--- src/rtl/uart_tx_core.sv ---
// ============================================================================
// uart_tx_core : FIFO-buffered UART transmitter; optional parity via UART_TX_PARITY_EN
// Rev 1.0 - initial release
// ============================================================================
`default_nettype none

module uart_tx_core #(
    parameter int DATA_WIDTH   = 8,
    parameter int CLKS_PER_BIT = 104,
    parameter int STOP_BITS    = 1,
    parameter int PARITY_ODD   = 0,
    parameter int FIFO_DEPTH   = 4
) (
    input  logic                          clk,
    input  logic                          rst,
    input  logic                          tx_en,
    input  logic [DATA_WIDTH-1:0]         load_byte,
    input  logic                          load,
    output logic                          ready,
    output logic [$clog2(FIFO_DEPTH):0]   fifo_count,
    output logic                          busy,
    output logic                          ftdi_tx
);

    localparam int AW = $clog2(FIFO_DEPTH);
    localparam int CW = $clog2(CLKS_PER_BIT);
    localparam int BW = $clog2(DATA_WIDTH + 1);

    if (DATA_WIDTH < 5 || DATA_WIDTH > 9 || CLKS_PER_BIT < 2 ||
        (STOP_BITS != 1 && STOP_BITS != 2) || (PARITY_ODD != 0 && PARITY_ODD != 1) ||
        FIFO_DEPTH < 2 || FIFO_DEPTH > 64 || (FIFO_DEPTH & (FIFO_DEPTH - 1)) != 0) begin : g_bad_params
        $error("uart_tx_core: illegal parameter value");
    end

    typedef enum logic [2:0] {
        IDLE   = 3'd0,
        START  = 3'd1,
        DATA   = 3'd2,
`ifdef UART_TX_PARITY_EN
        PARITY = 3'd3,
`endif
        STOP   = 3'd4
    } state_t;

    logic [DATA_WIDTH-1:0] mem [FIFO_DEPTH];
    logic [AW-1:0]         wr_ptr;
    logic [AW-1:0]         rd_ptr;
    logic                  push;
    logic                  pop;
    logic [DATA_WIDTH-1:0] head;

    state_t                state, state_next;
    logic [CW-1:0]         baud_cnt, baud_next;
    logic [BW-1:0]         bit_cnt, bit_next;
    logic [DATA_WIDTH-1:0] shift_reg, shift_next;
    logic                  line_next;
    logic                  tick;
    logic                  fifo_nonempty;
`ifdef UART_TX_PARITY_EN
    logic                  parity_bit, parity_next;
`endif

    assign ready         = (fifo_count != (AW + 1)'(FIFO_DEPTH));
    assign push          = load && ready;
    assign head          = mem[rd_ptr];
    assign fifo_nonempty = (fifo_count != '0);
    assign busy          = (state != IDLE);
    assign tick          = (baud_cnt == CW'(CLKS_PER_BIT - 1));

    always_ff @(posedge clk) begin
        if (push) begin
            mem[wr_ptr] <= load_byte;
        end
    end

    // Pointers wrap naturally because the depth is a power of two.
    always_ff @(posedge clk or posedge rst) begin
        if (rst) begin
            wr_ptr     <= '0;
            rd_ptr     <= '0;
            fifo_count <= '0;
        end else begin
            if (push) wr_ptr <= wr_ptr + 1'b1;
            if (pop)  rd_ptr <= rd_ptr + 1'b1;
            case ({push, pop})
                2'b10:   fifo_count <= fifo_count + 1'b1;
                2'b01:   fifo_count <= fifo_count - 1'b1;
                default: fifo_count <= fifo_count;
            endcase
        end
    end

    always_ff @(posedge clk or posedge rst) begin
        if (rst) begin
            state     <= IDLE;
            baud_cnt  <= '0;
            bit_cnt   <= '0;
            shift_reg <= '0;
            ftdi_tx   <= 1'b1;
`ifdef UART_TX_PARITY_EN
            parity_bit <= 1'b0;
`endif
        end else begin
            state     <= state_next;
            baud_cnt  <= baud_next;
            bit_cnt   <= bit_next;
            shift_reg <= shift_next;
            ftdi_tx   <= line_next;
`ifdef UART_TX_PARITY_EN
            parity_bit <= parity_next;
`endif
        end
    end

    always_comb begin
        state_next = state;
        baud_next  = tick ? '0 : baud_cnt + 1'b1;
        bit_next   = bit_cnt;
        shift_next = shift_reg;
        pop        = 1'b0;
        line_next  = 1'b1;
`ifdef UART_TX_PARITY_EN
        parity_next = parity_bit;
`endif
        case (state)
            IDLE: begin
                baud_next = '0;
                bit_next  = '0;
                if (tx_en && fifo_nonempty) begin
                    pop        = 1'b1;
                    shift_next = head;
                    state_next = START;
`ifdef UART_TX_PARITY_EN
                    parity_next = (^head) ^ (PARITY_ODD != 0);
`endif
                end
            end
            START: begin
                if (tick) begin
                    state_next = DATA;
                    bit_next   = '0;
                end
            end
            DATA: begin
                if (tick) begin
                    shift_next = shift_reg >> 1;
                    if (bit_cnt == BW'(DATA_WIDTH - 1)) begin
                        bit_next = '0;
`ifdef UART_TX_PARITY_EN
                        state_next = PARITY;
`else
                        state_next = STOP;
`endif
                    end else begin
                        bit_next = bit_cnt + 1'b1;
                    end
                end
            end
`ifdef UART_TX_PARITY_EN
            PARITY: begin
                if (tick) begin
                    state_next = STOP;
                    bit_next   = '0;
                end
            end
`endif
            STOP: begin
                if (tick) begin
                    if (bit_cnt == BW'(STOP_BITS - 1)) begin
                        bit_next = '0;
                        // Back-to-back frames: chain straight into START with no idle gap.
                        if (tx_en && fifo_nonempty) begin
                            pop        = 1'b1;
                            shift_next = head;
                            state_next = START;
`ifdef UART_TX_PARITY_EN
                            parity_next = (^head) ^ (PARITY_ODD != 0);
`endif
                        end else begin
                            state_next = IDLE;
                        end
                    end else begin
                        bit_next = bit_cnt + 1'b1;
                    end
                end
            end
            default: begin
                state_next = IDLE;
                baud_next  = '0;
                bit_next   = '0;
            end
        endcase

        // The line is registered from the upcoming state so it changes on the same edge.
        case (state_next)
            START:   line_next = 1'b0;
            DATA:    line_next = shift_next[0];
`ifdef UART_TX_PARITY_EN
            PARITY:  line_next = parity_next;
`endif
            default: line_next = 1'b1;
        endcase
    end

endmodule

`default_nettype wire

--- config.mk ---
export PLATFORM = sky130hd
export DESIGN_NAME = uart_tx_core
export DESIGN_NICKNAME = d
export VERILOG_FILES = /design/src/rtl/uart_tx_core.sv
export SDC_FILE = /design/constraint.sdc
export NUM_CORES = 1
export LEC_CHECK = 0
export CELL_PAD_IN_SITES_DETAIL_PLACEMENT = 0
export CELL_PAD_IN_SITES_GLOBAL_PLACEMENT = 1
export CORE_MARGIN = 2
export CORE_UTILIZATION = 48
export CTS_CLUSTER_DIAMETER = 120
export DETAILED_ROUTE_END_ITERATION = 6
export HOLD_SLACK_MARGIN = 0.05
export PLACE_DENSITY_LB_ADDON = 0.15
export SYNTH_ARGS = -nofsm -noshare
export SYNTH_HDL_FRONTEND = slang
export SYNTH_SLANG_ARGS = --single-unit
--- constraint.sdc ---
create_clock -name clk -period 2.7 [get_ports clk]
set_input_delay 0.54 -clock clk [delete_from_list [all_inputs] [get_ports clk]]
set_output_delay 0.54 -clock clk [all_outputs]
set_load 0.005 [all_outputs]
==> results of run 1 <==
==> per-stage QoR <==
stage	power [mW]	setup TNS (ns)	hold slack, ns	setup slack, ns
2_1_floorplan	1.97	0	0.433	0.308
3_3_place_gp	2.19	0	0.446	0.0446
3_5_place_dp	2.23	-0.0798	0.461	-0.0798
4_1_cts	3.14	0	0.468	0.282
5_1_grt	3.29	0	0.512	0.139
6_report	3.10	0	0.466	0.287
==> where the power goes <==
part / total, mW / switching, mW / internal [mW] / leakage (nW)
registers: 1.46 / 0.203 / 1.26 / 0.670
logic: 0.741 / 0.337 / 0.405 / 0.530
clock network: 0.893 / 0.371 / 0.522 / 0.106
total: 3.10 / 0.911 / 2.19 / 1.31
==> cell usage in the layout, fill, tap and decap left out, types with 2 or more instances in the layout <==
cell type	n
edfxtp_1	32
dfrtp_1	29
inv_1	17
nor2_1	17
clkdlybuf4s50_1	17
a21oi_1	10
clkbuf_8	9
nand2_1	8
mux4_2	8
ha_1	8
buf_4	8
a222oi_1	7
nand3_1	6
xor2_1	6
xnor2_1	6
o21ai_0	5
and3_1	5
and2_1	4
or3_1	4
o31ai_1	2
nand2b_1	2
nand3b_1	2
clkinvlp_4	2
bufinv_16	2
==> layer usage <==
| layer | up-vias | GRT usage, % |
|---|---|---|
| li1 | 812 | - |
| met1 | 828 | 21.4 |
| met3 | 10 | 3.37 |
| met2 | 27 | 29.3 |
| met5 | - | 0 |
| met4 | 0 | 9.15 |
==> layout make-up <==
type / instances / share of cell area, %
clock buffers: 9 / 3.76
well taps: 72 / 2.73
multi-input cells: 119 / 29.6
inverters: 17 / 1.94
clock inverters: 7 / 2.96
repair buffers: 25 / 6.99
flip-flops and latches: 62 / 52.0
==> critical path, delay by kind of cell <==
family,cells,cell delay [ns]
AOI/OAI and AO/OA,2,0.27
and+or+nand+nor,2,0.44
adders and majority gates,2,0.59
buffers and inverters,2,0.50
xor gates and xnor gates,2,0.32
==> logic make-up after synthesis <==
family	count (synthesis)	share of synthesized area [%]
DFF	62	61.3
and+or+nand+nor	57	11.6
AOI/OAI and AO/OA	32	8.41
buffers and inverters	25	3.85
xor gates and xnor gates	12	3.76
muxes	9	6.80
adders and majority gates	9	4.30
==> path summary, 6_finish.rpt <==
path	startpoint	endpoint	slack [ns]	depth (start not counted)
max in group asynchronous	rst	ftdi_tx	1.80	3
worst min register to register	baud_cnt[0]	baud_cnt[0]	0.47	1
worst max register to register	baud_cnt[0]	fifo_count[2]	0.32	10
worst min-delay path	baud_cnt[0]	baud_cnt[0]	0.47	1
min in group asynchronous	rst	shift_reg[3]	0.58	3
worst max-delay path	tx_en	fifo_count[2]	0.29	10
==> impl_metrics.env, run 1 <==
export IMPL_period_share_pct=89.4
export IMPL_numCtsBuffers=9
export IMPL_final_cell_area_um2=3290
export IMPL_yosysSeqAreaShare_pct=61.3
export IMPL_path_cells="clkdlybuf4s50_1 > o31ai_1 > or3_1 > a21oi_1 > ha_1 > inv_1 > fa_1 > xor2_1 > nor2_1 > xor2_1"
export IMPL_drcViolationCount=0
export IMPL_grt_pass1_vias=1772
export IMPL_initial_core_util_pct=50.2
export IMPL_cpMostUsedCell="xor2_1"
export IMPL_hold_path_class="reg -> reg"
export IMPL_worstSetupPathType="in -> reg"
export IMPL_synth_commonest_cells="32 x edfxtp_1, 29 x dfrtp_1, 17 x inv_1, 17 x nor2_1, 10 x a21oi_1"
export IMPL_synth_top_area_share_pct=34.4
export IMPL_layout_nets=255
export IMPL_grtUsageTotal_pct=17.5
export IMPL_totalWireLength_um=4820
export IMPL_synth_cells=206
export IMPL_core_area_um2=5570
export IMPL_die_w_um=80.3
export IMPL_required_ns=2.95
export IMPL_outcome="completed"
export IMPL_multi_input_area_um2=976
export IMPL_path_max_fanout=2
export IMPL_dr_total_vias=1677
export IMPL_yosys_most_used_dff="edfxtp_1"
export IMPL_hold_buffers=0
export IMPL_ys_warn_count=0
export IMPL_cts_setup_buffers=0
export IMPL_die_h_um=80.3
export IMPL_setup_viol=0
export IMPL_drt_iter0_markers=124
export IMPL_die_area_um2=6450
export IMPL_tightest_slew_ns=0.593
export IMPL_yosys_top_cells_area="edfxtp_1 34%, dfrtp_1 26%, mux4_2 6.4%"
export IMPL_wl_met3_um=140
export IMPL_synthesis_nets=227
export IMPL_critPathLaunchType="primary input"
export IMPL_ant_nets=0
export IMPL_cts_root_buf="clkbuf_8"
export IMPL_grt_max_degree=31
export IMPL_cts_tree="done"
export IMPL_hold_viol=0
export IMPL_syn_area_um2=2800
export IMPL_antenna_found_initial=0
export IMPL_port_buffers=17
export IMPL_slew_headroom_pct=60.5
export IMPL_rows=27
export IMPL_clkTransAtPathRegs_ns=0.07
export IMPL_highest_layer="met4"
export IMPL_layout_cells_non_filler=311
export IMPL_final_core_util_pct=59.1
export IMPL_dpl_cell_area_um2=3070
export IMPL_max_freq_ghz=0.414
export IMPL_avgSynthCellArea_um2=13.6
export IMPL_syn2layout_area_growth_pct=17.8
export IMPL_layout_drive_gt1_share_pct=16.7
export IMPL_place_inst=295
export IMPL_antenna_cells=0
export IMPL_slowest_delay_ns=0.45
export IMPL_first_pass_iters=4
export IMPL_drt_met1_wl_um=2100
export IMPL_arrival_ns=2.67
export IMPL_clock_skew_ns=0.00708
export IMPL_synth_top_area_cell="edfxtp_1"
export IMPL_ff_latch_area_um2=1710
export IMPL_grt_ovfl_total=0
export IMPL_wl_per_cell_um=15.5
export IMPL_end_kind="flop"
export IMPL_io_pins=18
export IMPL_gp_congestion=0.800
export IMPL_vdd_drop_max_uv=590
export IMPL_min_period_ns=2.41
export IMPL_vias_per_cell=5.39
export IMPL_clk_latency_ns=0.33
export IMPL_clock_sinks=62
export IMPL_cap_violations=0
export IMPL_crit_slowest_cell="clkdlybuf4s50_1"
export IMPL_drv_slew=0
export IMPL_fillers=451
export IMPL_cts_resized=0
export IMPL_largest_register_ffs=32
export IMPL_synthDistinctLibCells=43
export IMPL_synth_edf_count=32
export IMPL_h_tree_depth=3
export IMPL_dp_hpwl_um=3390
export IMPL_leakage_nw=1.31
export IMPL_synth_async_reset_ratio_pct=48.4
export IMPL_power_density_nw_per_um2=940
export IMPL_grt_pass1_wl_um=8310
export IMPL_clock_path_buffers=2
export IMPL_rsz0062_at_grt="false"
export IMPL_ys_seq_elements=62
export IMPL_yosysMostFrequentCell="edfxtp_1"
export IMPL_met2_length_um=2490
(Power assumes the default switching activity.)
==> run 2, diff against run 1 <==
--- a/config.mk
+++ b/config.mk
@@ -11,8 +11,10 @@
 export CORE_UTILIZATION = 48
 export CTS_CLUSTER_DIAMETER = 120
 export DETAILED_ROUTE_END_ITERATION = 6
+export GPL_ROUTABILITY_DRIVEN = 0
 export HOLD_SLACK_MARGIN = 0.05
 export PLACE_DENSITY_LB_ADDON = 0.15
+export SLEW_MARGIN = 30
 export SYNTH_ARGS = -nofsm -noshare
 export SYNTH_HDL_FRONTEND = slang
 export SYNTH_SLANG_ARGS = --single-unit
==> results of run 2 <==
No change in the layout: final DEF, timing and power equal those of run 1.
